$ cat config.mk
export PLATFORM = sky130hd
export DESIGN_NAME = semaforo_n_vias
export DESIGN_NICKNAME = d
export VERILOG_FILES = /design/src/rtl/semaforo_n_vias_pkg.sv /design/src/rtl/semaforo_n_vias_contador_fase.sv /design/src/rtl/semaforo_n_vias.sv
export SDC_FILE = /design/constraint.sdc
export NUM_CORES = 1
export LEC_CHECK = 0
export CAP_MARGIN = 20
export CORE_UTILIZATION = 47
export CTS_CLUSTER_DIAMETER = 150
export DETAILED_ROUTE_END_ITERATION = 12
export GPL_TIMING_DRIVEN = 0
export PLACE_DENSITY = 0.8
export SYNTH_ARGS = -nofsm -noshare
export SYNTH_HDL_FRONTEND = slang
export SYNTH_HIERARCHICAL = 1
export SYNTH_SLANG_ARGS = --single-unit
$ cat constraint.sdc
create_clock -name clk -period 2.25 [get_ports clk]
set_input_delay 0.3375 -clock clk [delete_from_list [all_inputs] [get_ports clk]]
set_output_delay 0.3375 -clock clk [all_outputs]
set_load 0.01 [all_outputs]
$ cat src/rtl/semaforo_n_vias_pkg.sv
// Shared types and constants for the N-way traffic-light controller.
// The PISCA state is only reachable when SEMAFORO_PISCA_EN is defined.
package semaforo_n_vias_pkg;

   typedef enum logic [2:0] {
      VERDE    = 3'd0,
      AMARELO  = 3'd1,
      VERMELHO = 3'd2,
      PEDESTRE = 3'd3,
      PISCA    = 3'd4
   } estado_t;

   localparam logic [2:0] LUZ_VERDE    = 3'b100;
   localparam logic [2:0] LUZ_AMARELO  = 3'b010;
   localparam logic [2:0] LUZ_VERMELHO = 3'b001;
   localparam logic [2:0] LUZ_APAGADA  = 3'b000;

   localparam int unsigned CNT_W = 8;

   // Value loaded on phase entry so that the phase lasts exactly t cycles.
   function automatic logic [CNT_W-1:0] carga_fase(input int unsigned t);
      return CNT_W'(t - 1);
   endfunction

endpackage

$ cat src/rtl/semaforo_n_vias_contador_fase.sv
// 8-bit loadable down-counter with enable and zero flag; saturates at zero.
module contador_fase
   import semaforo_n_vias_pkg::*;
#(
   parameter logic [CNT_W-1:0] RST_VAL = '0
) (
   input  logic             clk,
   input  logic             rst,
   input  logic             load,
   input  logic             en,
   input  logic [CNT_W-1:0] load_val,
   output logic             zero
);

   logic [CNT_W-1:0] cnt_q, cnt_d;

   always_comb begin
      cnt_d = cnt_q;
      if (load) begin
         cnt_d = load_val;
      end else if (en && (cnt_q != '0)) begin
         cnt_d = cnt_q - CNT_W'(1);
      end
   end

   always_ff @(posedge clk) begin
      if (!rst) begin
         cnt_q <= RST_VAL;
      end else begin
         cnt_q <= cnt_d;
      end
   end

   assign zero = (cnt_q == '0);

endmodule

$ cat src/rtl/semaforo_n_vias.sv
// Round-robin N-way traffic-light controller with latched pedestrian walk phase.
// Define SEMAFORO_PISCA_EN to add the noturno input and the night flashing state.
module semaforo_n_vias
   import semaforo_n_vias_pkg::*;
#(
   parameter int unsigned N_WAYS     = 3,
   parameter int unsigned T_VERDE    = 4,
   parameter int unsigned T_AMARELO  = 2,
   parameter int unsigned T_VERMELHO = 1,
   parameter int unsigned T_PEDESTRE = 3,
   parameter int unsigned T_PISCA    = 2
) (
   input  logic                clk,
   input  logic                rst,
   input  logic                bt,
`ifdef SEMAFORO_PISCA_EN
   input  logic                noturno,
`endif
   output logic [3*N_WAYS-1:0] luzes,
   output logic                pedestre,
   output logic                ped_pendente,
   output logic [2:0]          via_ativa
);

   generate
      if ((N_WAYS < 2) || (N_WAYS > 8) ||
          (T_VERDE    < 1) || (T_VERDE    > 255) ||
          (T_AMARELO  < 1) || (T_AMARELO  > 255) ||
          (T_VERMELHO < 1) || (T_VERMELHO > 255) ||
          (T_PEDESTRE < 1) || (T_PEDESTRE > 255) ||
          (T_PISCA    < 1) || (T_PISCA    > 255)) begin : g_param_invalido
         $error("semaforo_n_vias: N_WAYS must be 2..8 and every duration 1..255");
      end
   endgenerate

   localparam logic [CNT_W-1:0] CARGA_VERDE    = carga_fase(T_VERDE);
   localparam logic [CNT_W-1:0] CARGA_AMARELO  = carga_fase(T_AMARELO);
   localparam logic [CNT_W-1:0] CARGA_VERMELHO = carga_fase(T_VERMELHO);
   localparam logic [CNT_W-1:0] CARGA_PEDESTRE = carga_fase(T_PEDESTRE);
   localparam logic [2:0]       ULTIMA_VIA     = 3'(N_WAYS - 1);

   estado_t                estado_q, estado_d, estado_r;
   logic [2:0]             via_q, via_d, via_r, via_prox;
   logic                   pedido_q, pedido_d;
   logic                   cnt_load, cnt_zero;
   logic [CNT_W-1:0]       cnt_val;
   logic [3*N_WAYS-1:0]    luzes_q, luzes_d;
   logic                   pedestre_q, pedestre_d;

`ifdef SEMAFORO_PISCA_EN
   localparam logic [CNT_W-1:0] CARGA_PISCA = carga_fase(T_PISCA);
   logic                   pisca_load, pisca_zero;
   logic                   apagado_q, apagado_d, apagado_r;
   logic                   pos_pisca_q, pos_pisca_d;
`endif

   contador_fase #(
      .RST_VAL (CARGA_VERDE)
   ) u_cnt_fase (
      .clk      (clk),
      .rst      (rst),
      .load     (cnt_load),
      .en       (1'b1),
      .load_val (cnt_val),
      .zero     (cnt_zero)
   );

`ifdef SEMAFORO_PISCA_EN
   contador_fase #(
      .RST_VAL ('0)
   ) u_cnt_pisca (
      .clk      (clk),
      .rst      (rst),
      .load     (pisca_load),
      .en       (estado_q == PISCA),
      .load_val (CARGA_PISCA),
      .zero     (pisca_zero)
   );
`endif

   assign via_prox = (via_q == ULTIMA_VIA) ? '0 : via_q + 3'd1;

   always_ff @(posedge clk) begin
      if (!rst) begin
         estado_q    <= VERDE;
         via_q       <= '0;
         pedido_q    <= 1'b0;
`ifdef SEMAFORO_PISCA_EN
         apagado_q   <= 1'b0;
         pos_pisca_q <= 1'b0;
`endif
      end else begin
         estado_q    <= estado_d;
         via_q       <= via_d;
         pedido_q    <= pedido_d;
`ifdef SEMAFORO_PISCA_EN
         apagado_q   <= apagado_d;
         pos_pisca_q <= pos_pisca_d;
`endif
      end
      // Output decode already folds reset in via the *_r selects below.
      luzes_q    <= luzes_d;
      pedestre_q <= pedestre_d;
   end

   always_comb begin
      estado_d = estado_q;
      via_d    = via_q;
      cnt_load = 1'b0;
      cnt_val  = CARGA_VERDE;
`ifdef SEMAFORO_PISCA_EN
      pisca_load  = 1'b0;
      apagado_d   = apagado_q;
      pos_pisca_d = pos_pisca_q;
`endif
      case (estado_q)
         VERDE: begin
            if (cnt_zero) begin
               estado_d = AMARELO;
               cnt_load = 1'b1;
               cnt_val  = CARGA_AMARELO;
            end
         end
         AMARELO: begin
            if (cnt_zero) begin
               estado_d = VERMELHO;
               cnt_load = 1'b1;
               cnt_val  = CARGA_VERMELHO;
            end
         end
         VERMELHO: begin
            if (cnt_zero) begin
`ifdef SEMAFORO_PISCA_EN
               pos_pisca_d = 1'b0;
               if (noturno) begin
                  estado_d   = PISCA;
                  pisca_load = 1'b1;
                  apagado_d  = 1'b0;
               end else if (pedido_q && !pos_pisca_q) begin
`else
               if (pedido_q) begin
`endif
                  estado_d = PEDESTRE;
                  cnt_load = 1'b1;
                  cnt_val  = CARGA_PEDESTRE;
               end else begin
                  estado_d = VERDE;
                  via_d    = via_prox;
                  cnt_load = 1'b1;
                  cnt_val  = CARGA_VERDE;
               end
            end
         end
         PEDESTRE: begin
            if (cnt_zero) begin
               estado_d = VERDE;
               via_d    = via_prox;
               cnt_load = 1'b1;
               cnt_val  = CARGA_VERDE;
            end
         end
`ifdef SEMAFORO_PISCA_EN
         PISCA: begin
            if (pisca_zero) begin
               if (noturno) begin
                  pisca_load = 1'b1;
                  apagado_d  = !apagado_q;
               end else begin
                  estado_d    = VERMELHO;
                  cnt_load    = 1'b1;
                  cnt_val     = CARGA_VERMELHO;
                  pos_pisca_d = 1'b1;
               end
            end
         end
`endif
         default: begin
            estado_d = VERDE;
            via_d    = '0;
            cnt_load = 1'b1;
            cnt_val  = CARGA_VERDE;
         end
      endcase

      pedido_d = pedido_q;
      if ((estado_q != PEDESTRE) && bt) begin
         pedido_d = 1'b1;
      end
      if ((estado_d == PEDESTRE) && (estado_q != PEDESTRE)) begin
         pedido_d = 1'b0;
      end
   end

   always_comb begin
      estado_r = rst ? estado_d : VERDE;
      via_r    = rst ? via_d : '0;
`ifdef SEMAFORO_PISCA_EN
      apagado_r = rst ? apagado_d : 1'b0;
`endif
      pedestre_d = (estado_r == PEDESTRE);
      luzes_d    = '0;
      for (int unsigned i = 0; i < N_WAYS; i++) begin
         luzes_d[3*i +: 3] = LUZ_VERMELHO;
         case (estado_r)
            VERDE:   if (via_r == 3'(i)) luzes_d[3*i +: 3] = LUZ_VERDE;
            AMARELO: if (via_r == 3'(i)) luzes_d[3*i +: 3] = LUZ_AMARELO;
`ifdef SEMAFORO_PISCA_EN
            PISCA:   luzes_d[3*i +: 3] = apagado_r ? LUZ_APAGADA : LUZ_AMARELO;
`endif
            default: luzes_d[3*i +: 3] = LUZ_VERMELHO;
         endcase
      end
   end

   assign luzes        = luzes_q;
   assign pedestre     = pedestre_q;
   assign ped_pendente = pedido_q;
   assign via_ativa    = via_q;

endmodule

After elaboration in Yosys (flattened, before gate mapping)
Cells that the tools add are included.
Cells by class
  reduce and logical (&&, ||, !) cells: 11
  muxes and demuxes: 31
  bitwise logic cells: 1
  equality and inequality tests: 10
  add/subtract/negate cells: 2
Operator list (number)
  $mux W3: 13
  $pmux W8 S3: 1
  $eq A3 B2 Y1 const B: 6
  $pmux W3 S2: 3
  $mux W8: 2
  $mux W2: 6
  $pmux W3 S4: 1
  $eq A3 B1 Y1 const B: 3
  $logic_not A3 Y1: 3
  $pmux W3 S3: 1
  $logic_not A8 Y1: 1
  $reduce_bool A8 Y1: 1
  $sub A8 B1 Y8 const B: 1
  $mux W1: 4
  $reduce_or A2 Y1: 2
  $reduce_or A4 Y1: 1
  $add A3 B1 Y3 const B: 1
  $ne A3 B2 Y1 const B: 1
  $logic_and A1 B1 Y1: 2
  $reduce_bool A2 Y1: 1
  $not A1 Y1: 1
Storage, ports and cells
  input bits: 3
  flip-flop bits (word level): 25
  output and inout bits: 14
  word-level logic and storage cells: 61

Depth between registers and ports, before layout
Gate-level depths: netlist (run 1).
  depth in word-level cells: 9
  depth in mapped cells: 10
  mapped depth without buffers: 9

Hierarchy
The synthesis (run 1) kept the hierarchy.
By module, submodules not included
  semaforo_n_vias: seq. area each 340.3 µm², cells each 92, instances 1, area each 767.0 µm²
  contador_fase: seq. area each 160.2 µm², cells each 61, instances 1, area each 528.0 µm²

Worst setup path before layout (run 1)
Ideal clock, no wire load.
  kind: reg2reg
  from: register u_cnt_fase.cnt_q[0]
  to: register u_cnt_fase.cnt_q[1]
  arrival: 2.260 ns
  path buffers: 2
  cell stages (with the launch flop): 10
  setup time: 0.122 ns
  clock period less this slack: 2.382 ns
  path slack: -0.132 ns
  cell sequence: dfxtp_1 inv_1 ha_1 or3b_2 nor2_1 buf_2 or2_2 clkbuf_1 nor3_1 a311o_1
Between the ends
  word-level cells in the longest chain between the ends: 4
  elaborated cells on any way between the ends: 11
RTL lines
  from (decl): line semaforo_n_vias_contador_fase.sv:15  | logic [CNT_W-1:0] cnt_q, cnt_d;
  from (signal assigned): line semaforo_n_vias_contador_fase.sv:30  | cnt_q <= cnt_d;
  $logic_not A8 Y1 *: line semaforo_n_vias_contador_fase.sv:34  | assign zero = (cnt_q == '0);
  via cnt_zero: line semaforo_n_vias.sv:45  | logic cnt_load, cnt_zero;
  $mux W1 *: line semaforo_n_vias.sv:118, semaforo_n_vias.sv:125, semaforo_n_vias.sv:155
  $mux W1 *
  via cnt_load: line semaforo_n_vias.sv:45
  $mux W8 / $reduce_bool A2 Y1 (equally long branches)
The timed path passes the listed nets; every way through them passes the cells marked *. The select of a mux whose other input is x is not followed.
A chain may end at the register's enable or synchronous reset.

Final worst setup path (run 1)
  from: register u_cnt_fase.cnt_q[0]
  to: register u_cnt_fase.cnt_q[0]
Between the ends
  word-level cells in the longest chain between the ends: 4
  elaborated cells on any way between the ends: 11
RTL lines
  $logic_not A8 Y1 *: line semaforo_n_vias_contador_fase.sv:34
  via cnt_zero: line semaforo_n_vias.sv:45
  $mux W1 / $mux W2 (equally long branches): line semaforo_n_vias.sv:132, semaforo_n_vias.sv:125
  $pmux W8 S3 *: line semaforo_n_vias.sv:116  | case (estado_q)
  via cnt_val[0]: line semaforo_n_vias.sv:46  | logic [CNT_W-1:0] cnt_val;
  $mux W8 *: line semaforo_n_vias_contador_fase.sv:19  | if (load) begin
Marked as above.

==> results of run 1 <==
## path summary, 6_finish.rpt
path / end / cells past startpoint / from / slack [ps]
hold / removal: u_cnt_fase/cnt_q[1]$_SDFFE_PN1P_ / 1 / u_cnt_fase/cnt_q[1]$_SDFFE_PN1P_ / 570
hold reg to reg: u_cnt_fase/cnt_q[1]$_SDFFE_PN1P_ / 1 / u_cnt_fase/cnt_q[1]$_SDFFE_PN1P_ / 570
setup / recovery: u_cnt_fase/cnt_q[0]$_SDFFE_PN1P_ / 8 / u_cnt_fase/cnt_q[0]$_SDFFE_PN1P_ / 100
setup reg to reg: u_cnt_fase/cnt_q[0]$_SDFFE_PN1P_ / 8 / u_cnt_fase/cnt_q[0]$_SDFFE_PN1P_ / 100
## worst max-delay path: stages, from the launching register on
cell and delay (ps):
dfxtp_4 390, inv_2 90, ha_4 140, or3b_4 400
nor2_4 170, buf_6 140, or3b_2 440, nand3b_1 170
o211a_1 140
## area by class of cell
class | instances | area, um2
well taps | 30 | 37.5
clock inverters | 1 | 5.00
fillers | 229 | 910
plain buffers | 8 | 56.3
flip-flops and latches | 25 | 505
inverters | 7 | 26.3
multi-input cells | 124 | 792
repair buffers | 20 | 190
clock buffers | 3 | 22.5
## state kept, by name (all words and copies together), names as in the netlist
name              flops
pedestre              1
via_ativa             3
u_cnt_fase/cnt_q      8
ped_pendente          1
estado_q              3
luzes                 9
## report_power, final
group	leakage (nW)	internal, mW	total, mW	switching [mW]
clock network	0.0177	0.0666	0.196	0.130
logic	0.419	0.0415	0.0870	0.0455
registers	0.204	0.454	0.469	0.0153
## metal layers
layer	part of all wire (%)	routed length, um	global-route usage (%)
met3	1.7	46	2.50
met5	0	0	0
met1	45	1250	23.6
met4	1.7	47	8.97
met2	51	1420	38.8
## synthesized netlist by cell type, types with 2 or more instances
cell      instances
ha_1              2
mux2i_1           3
nor4b_1           2
buf_2             2
dfxtp_1          25
nand2b_1          5
xnor2_1           4
clkbuf_1          5
nor3_1            2
nor2_1           12
o31ai_1           4
o211a_1           2
a21oi_1          13
nand3_1           5
nor4_1            2
nand3b_1          4
nand4_1           3
or3_1             2
o21ai_0           9
nor2b_1           2
or3b_2            2
and2_1            4
inv_1             7
nand2_1           8
nor3b_1           3
conb_1            2
## kinds of logic (layout without fill, tap and decap cells)
group / Yosys count / after routing / synth area share (%)
mux: 3 / 3 / 2.32
compound gates: 38 / 38 / 19.5
fa+ha+maj: 2 / 2 / 1.93
buf+inv: 15 / 39 / 5.12
simple gates: 63 / 63 / 28.5
other cells: 2 / 13 / 0.580
xor+xnor: 5 / 5 / 3.38
flops: 25 / 25 / 38.6
## repair_timing
action | CTS | global route
buffers inserted | 0 | 4
pin swaps | 0 | 1
endpoints found under the hold margin | 0 | 0
endpoints found under the setup margin | 19 | 4
resized for setup | 7 | 5
==> results.py, run 1 <==
metrics = {
    "run_status": {
        "status": "finished clean",
    },
    "synth": {
        "synthFlopType": "dfxtp_1",
        "synth_enable_flop_cells": 0,
        "syn_avg_cell_area_um2": 8.46,
        "yosysSeqAreaShare_pct": 38.6,
        "yosys.cell_types.count": 45,
        "netlist.area_leader.share_pct": 38.6,
        "synth_cells": 153,
        "syn_area_um2": 1290,
        "synth_seq_cells": 25,
        "synth_top_area_cell": "dfxtp_1",
        "yosys_warnings": 6,
        "synth_area_leaders": "dfxtp_1, a21oi_1, o21ai_0",
        "synth-async-reset-ratio_pct": 0,
    },
    "global_route": {
        "first_global_vias": 1050,
        "antenna_found_initial": 0,
        "overflow": 0,
        "grt_max_degree": 15,
        "grtUsageTotal_pct": 20.9,
        "grt_pass1_wl_um": 4440,
    },
    "final_layout": {
        "areaGrowthSynthToFinish_pct": 26.3,
        "drive_gt1_share_pct": 12.8,
        "final_util_pct": 64.3,
        "fin_area_um2": 1640,
        "num-nets-final": 194,
        "antennaDiodeCount": 0,
        "layout_commonest_cell": "dfxtp_1",
        "fin_cells": 218,
        "mostFrequentLayoutCells": "dfxtp_1, clkdlybuf4s50_1, a21oi_1, conb_1, nor2_1",
    },
    "cts": {
        "cts_root_buf": "clkbuf_4",
        "cts_tree": "built",
        "insertion_delay_ps": 320,
        "htreeDepth": 1,
        "hold_buffers": 0,
        "ctsLongestPathBuffers": 2,
        "cts_buffers": 3,
        "clkTransAtPathRegs_ps": 130,
        "cts.sinks": 25,
    },
    "power_and_ir_drop": {
        "ir_drop_v": 0.000424,
        "p_total_mw": 0.753,
        "power_density_nw_per_um2": 460,
        "leakage_nw": 0.641,
    },
    "place": {
        "place_area_um2": 1540,
        "place_congestion": 0.851,
        "place_hpwl_um": 2030,
        "dp_slack_ps": -321,
        "placed_cells": 210,
        "io_buffers": 16,
    },
    "detailed_routing": {
        "ant_nets": 0,
        "dr.pass1.iters": 4,
        "drt-total-wl_um": 2760,
        "vias": 1169,
        "route.detailed.drc": 0,
        "drt_iter0_drc": 15,
        "wl_per_cell_um": 12.7,
        "viasPerCell": 5.36,
    },
    "critical_path": {
        "crit_type": "reg -> reg",
        "critical_path_required_ps": 2480,
        "cp_max_fo": 8,
        "end_kind": "flip-flop",
        "cp_data_arrival_time_ps": 2390,
        "startpoint_type": "flip-flop",
    },
    "floorplan": {
        "dieArea_um2": 2970,
        "coreArea_um2": 2540,
        "rows": 18,
        "die_x_um": 54.5,
        "die_y_um": 54.5,
        "io_pins": 17,
        "start_util_pct": 50.9,
    },
    "sta": {
        "final.setup_skew_ps": 10.5,
        "period_needed_ps": 2150,
        "hold_viol": 0,
        "fmax_ghz": 0.464,
        "whs_ps": 569,
        "setup_viol": 0,
        "setup_tns_ps": 0,
        "rsz0062_at_grt": "false",
        "fin_ws_ps": 96.5,
        "drv_slew": 0,
        "finalCritPeriodShare_pct": 95.7,
    },
    "run": {
        "max_cap_violations": 0,
    },
    "min_path": {
        "hold_class": "reg -> reg",
    },
}
Note: power is estimated with default switching activity, not from simulation.
==> inputs of run 2 (changes only) <==
--- a/config.mk
+++ b/config.mk
@@ -11,6 +11,7 @@
 export DETAILED_ROUTE_END_ITERATION = 12
 export GPL_TIMING_DRIVEN = 0
 export PLACE_DENSITY = 0.8
+export SETUP_SLACK_MARGIN = 0.5
 export SYNTH_ARGS = -nofsm -noshare
 export SYNTH_HDL_FRONTEND = slang
 export SYNTH_HIERARCHICAL = 1
==> run 2 against run 1 <==
Net effect:
- highest routed layer unchanged
- clock power is 7% higher
- routed wire length is 15% higher
- register-to-register slack better by 150 ps
==> results.py, run 2 (same netlist as run 1, synthesis figures left out) <==
metrics = {
    "run_status": {
        "status": "finished clean",
    },
    "critical_path": {
        "reg2reg_from": "u_cnt_fase/cnt_q[5]$_SDFFE_PN0P_",
        "cp_data_arrival_time_ps": 2240,
        "startpoint_type": "flip-flop",
        "crit_type": "reg -> reg",
        "end_kind": "flip-flop",
        "cpPeakStageDelay_ps": 570,
        "critical_path_required_ps": 2490,
        "critPathSlowestCell": "or4_4",
        "crit_start": "u_cnt_fase/cnt_q[5]$_SDFFE_PN0P_",
        "cp_max_fo": 5,
        "cp_cell_sequence": "or4_4 > nor2_4 > buf_6 > or3b_4 > nand3b_1 > o211a_1",
    },
    "detailed_routing": {
        "vias": 1257,
        "viasPerCell": 5.37,
        "drt_iter0_drc": 28,
        "dr.pass1.iters": 4,
        "route.detailed.drc": 0,
        "ant_nets": 0,
        "wl_per_cell_um": 13.6,
        "drt-total-wl_um": 3180,
    },
    "final_layout": {
        "largest_reg_flops": 9,
        "antennaDiodeCount": 0,
        "layout_commonest_cell": "dfxtp_1",
        "areaGrowthSynthToFinish_pct": 42.4,
        "fin_area_um2": 1840,
        "final_util_pct": 72.5,
        "fin_cells": 234,
        "mostFrequentLayoutCells": "dfxtp_1, buf_4, clkdlybuf4s50_1, conb_1, a21oi_1",
        "drive_gt1_share_pct": 27.9,
        "num-nets-final": 210,
    },
    "cts": {
        "htreeDepth": 1,
        "cts_buffers": 3,
        "cts_root_buf": "clkbuf_4",
        "insertion_delay_ps": 330,
        "ctsLongestPathBuffers": 2,
        "clkTransAtPathRegs_ps": 140,
        "cts.sinks": 25,
        "cts_tree": "built",
    },
    "global_route": {
        "overflow": 0,
        "grtUsageTotal_pct": 23.8,
        "grt_max_degree": 16,
        "antenna_found_initial": 0,
        "grt_pass1_wl_um": 5080,
        "first_global_vias": 1181,
    },
    "min_path": {
        "hold_class": "reg -> reg",
        "hold_path.startpoint": "via_ativa[2]$_DFF_P_",
    },
    "floorplan": {
        "dieArea_um2": 2970,
        "start_util_pct": 50.9,
        "die_x_um": 54.5,
        "rows": 18,
        "io_pins": 17,
        "die_y_um": 54.5,
        "coreArea_um2": 2540,
    },
    "sta": {
        "rsz0062_at_grt": "true",
        "fmax_ghz": 0.500,
        "period_needed_ps": 2000,
        "setup_tns_ps": 0,
        "setup_viol": 0,
        "final.setup_skew_ps": 8.94,
        "finalCritPeriodShare_pct": 88.9,
        "drv_slew": 0,
        "hold_viol": 0,
    },
    "power_and_ir_drop": {
        "power_density_nw_per_um2": 436,
        "p_total_mw": 0.804,
        "ir_drop_v": 0.000311,
        "leakage_nw": 0.732,
    },
    "place": {
        "placed_cells": 210,
        "place_congestion": 0.879,
        "place_hpwl_um": 2000,
        "place_area_um2": 1580,
        "io_buffers": 16,
    },
    "run": {
        "max_cap_violations": 0,
    },
}
==> run 2: changes by cell type in the layout (fill, tap and decap cells not counted), sizes merged <==
cell	change
buf	+17
clkbuf	-1
clkinv	-1
clkinvlp	+1
==> run 2: routing by layer <==
| metal | part of all wire (%) | GRT usage (%) | wire, um | vias up |
|---|---|---|---|---|
| li1 | - | - | - | 640 |
| met1 | 47 | 31.4 | 1490 | 584 |
| met2 | 48 | 39.2 | 1520 | 26 |
| met3 | 3.4 | 2.50 | 107 | 7 |
| met4 | 1.9 | 9.83 | 62 | 0 |
| met5 | 0 | 0 | 0 | - |
==> run 2: metrics by stage <==
step	setup WS [ps]	hold WS [ps]
finish	250	545
global route	192	574
CTS	295	564
detailed placement	197	540
global placement	221	534
floorplan	329	451
==> run 2: repair_timing <==
action / in CTS / in global routing
setup endpoints to repair: 21 / 25
pin swaps: 6 / 9
buffers inserted: 16 / 4
gates resized for setup: 15 / 16
endpoints found under the hold margin: 0 / 0
gates cloned: 0 / 0
hold buffers: 0 / 0
==> run 2: path summary, 6_finish.rpt <==
path / endpoint / depth (start not counted) / slack (ps)
min reg2reg: luzes[2]$_DFF_P_ / 1 / 540
min: luzes[2]$_DFF_P_ / 1 / 540
max reg2reg: u_cnt_fase/cnt_q[0]$_SDFFE_PN1P_ / 6 / 250
max: u_cnt_fase/cnt_q[0]$_SDFFE_PN1P_ / 6 / 250
==> run 2: area by class of cell <==
type | instances | area, um2
Multi-Input combinational cell | 124 | 847
Fill cell | 210 | 701
Sequential cell | 25 | 517
Timing Repair Buffer | 36 | 322
Buffer | 8 | 57.6
Tap cell | 30 | 37.5
Inverter | 7 | 33.8
Clock buffer | 3 | 22.5
Clock inverter | 1 | 7.51
==> run 2: worst max-delay path, delay by kind of cell (launching register included) <==
family	cells	cell delay, ps
AO/OA/AOI/OAI	1	130
flip-flops	1	370
buffers and inverters	1	130
AND/OR/NAND/NOR	4	1280
==> run 2: power breakdown <==
part	switching [mW]	internal, mW
sequential	0.0157	0.454
clock	0.141	0.0681
combinational	0.0616	0.0636
total	0.218	0.586
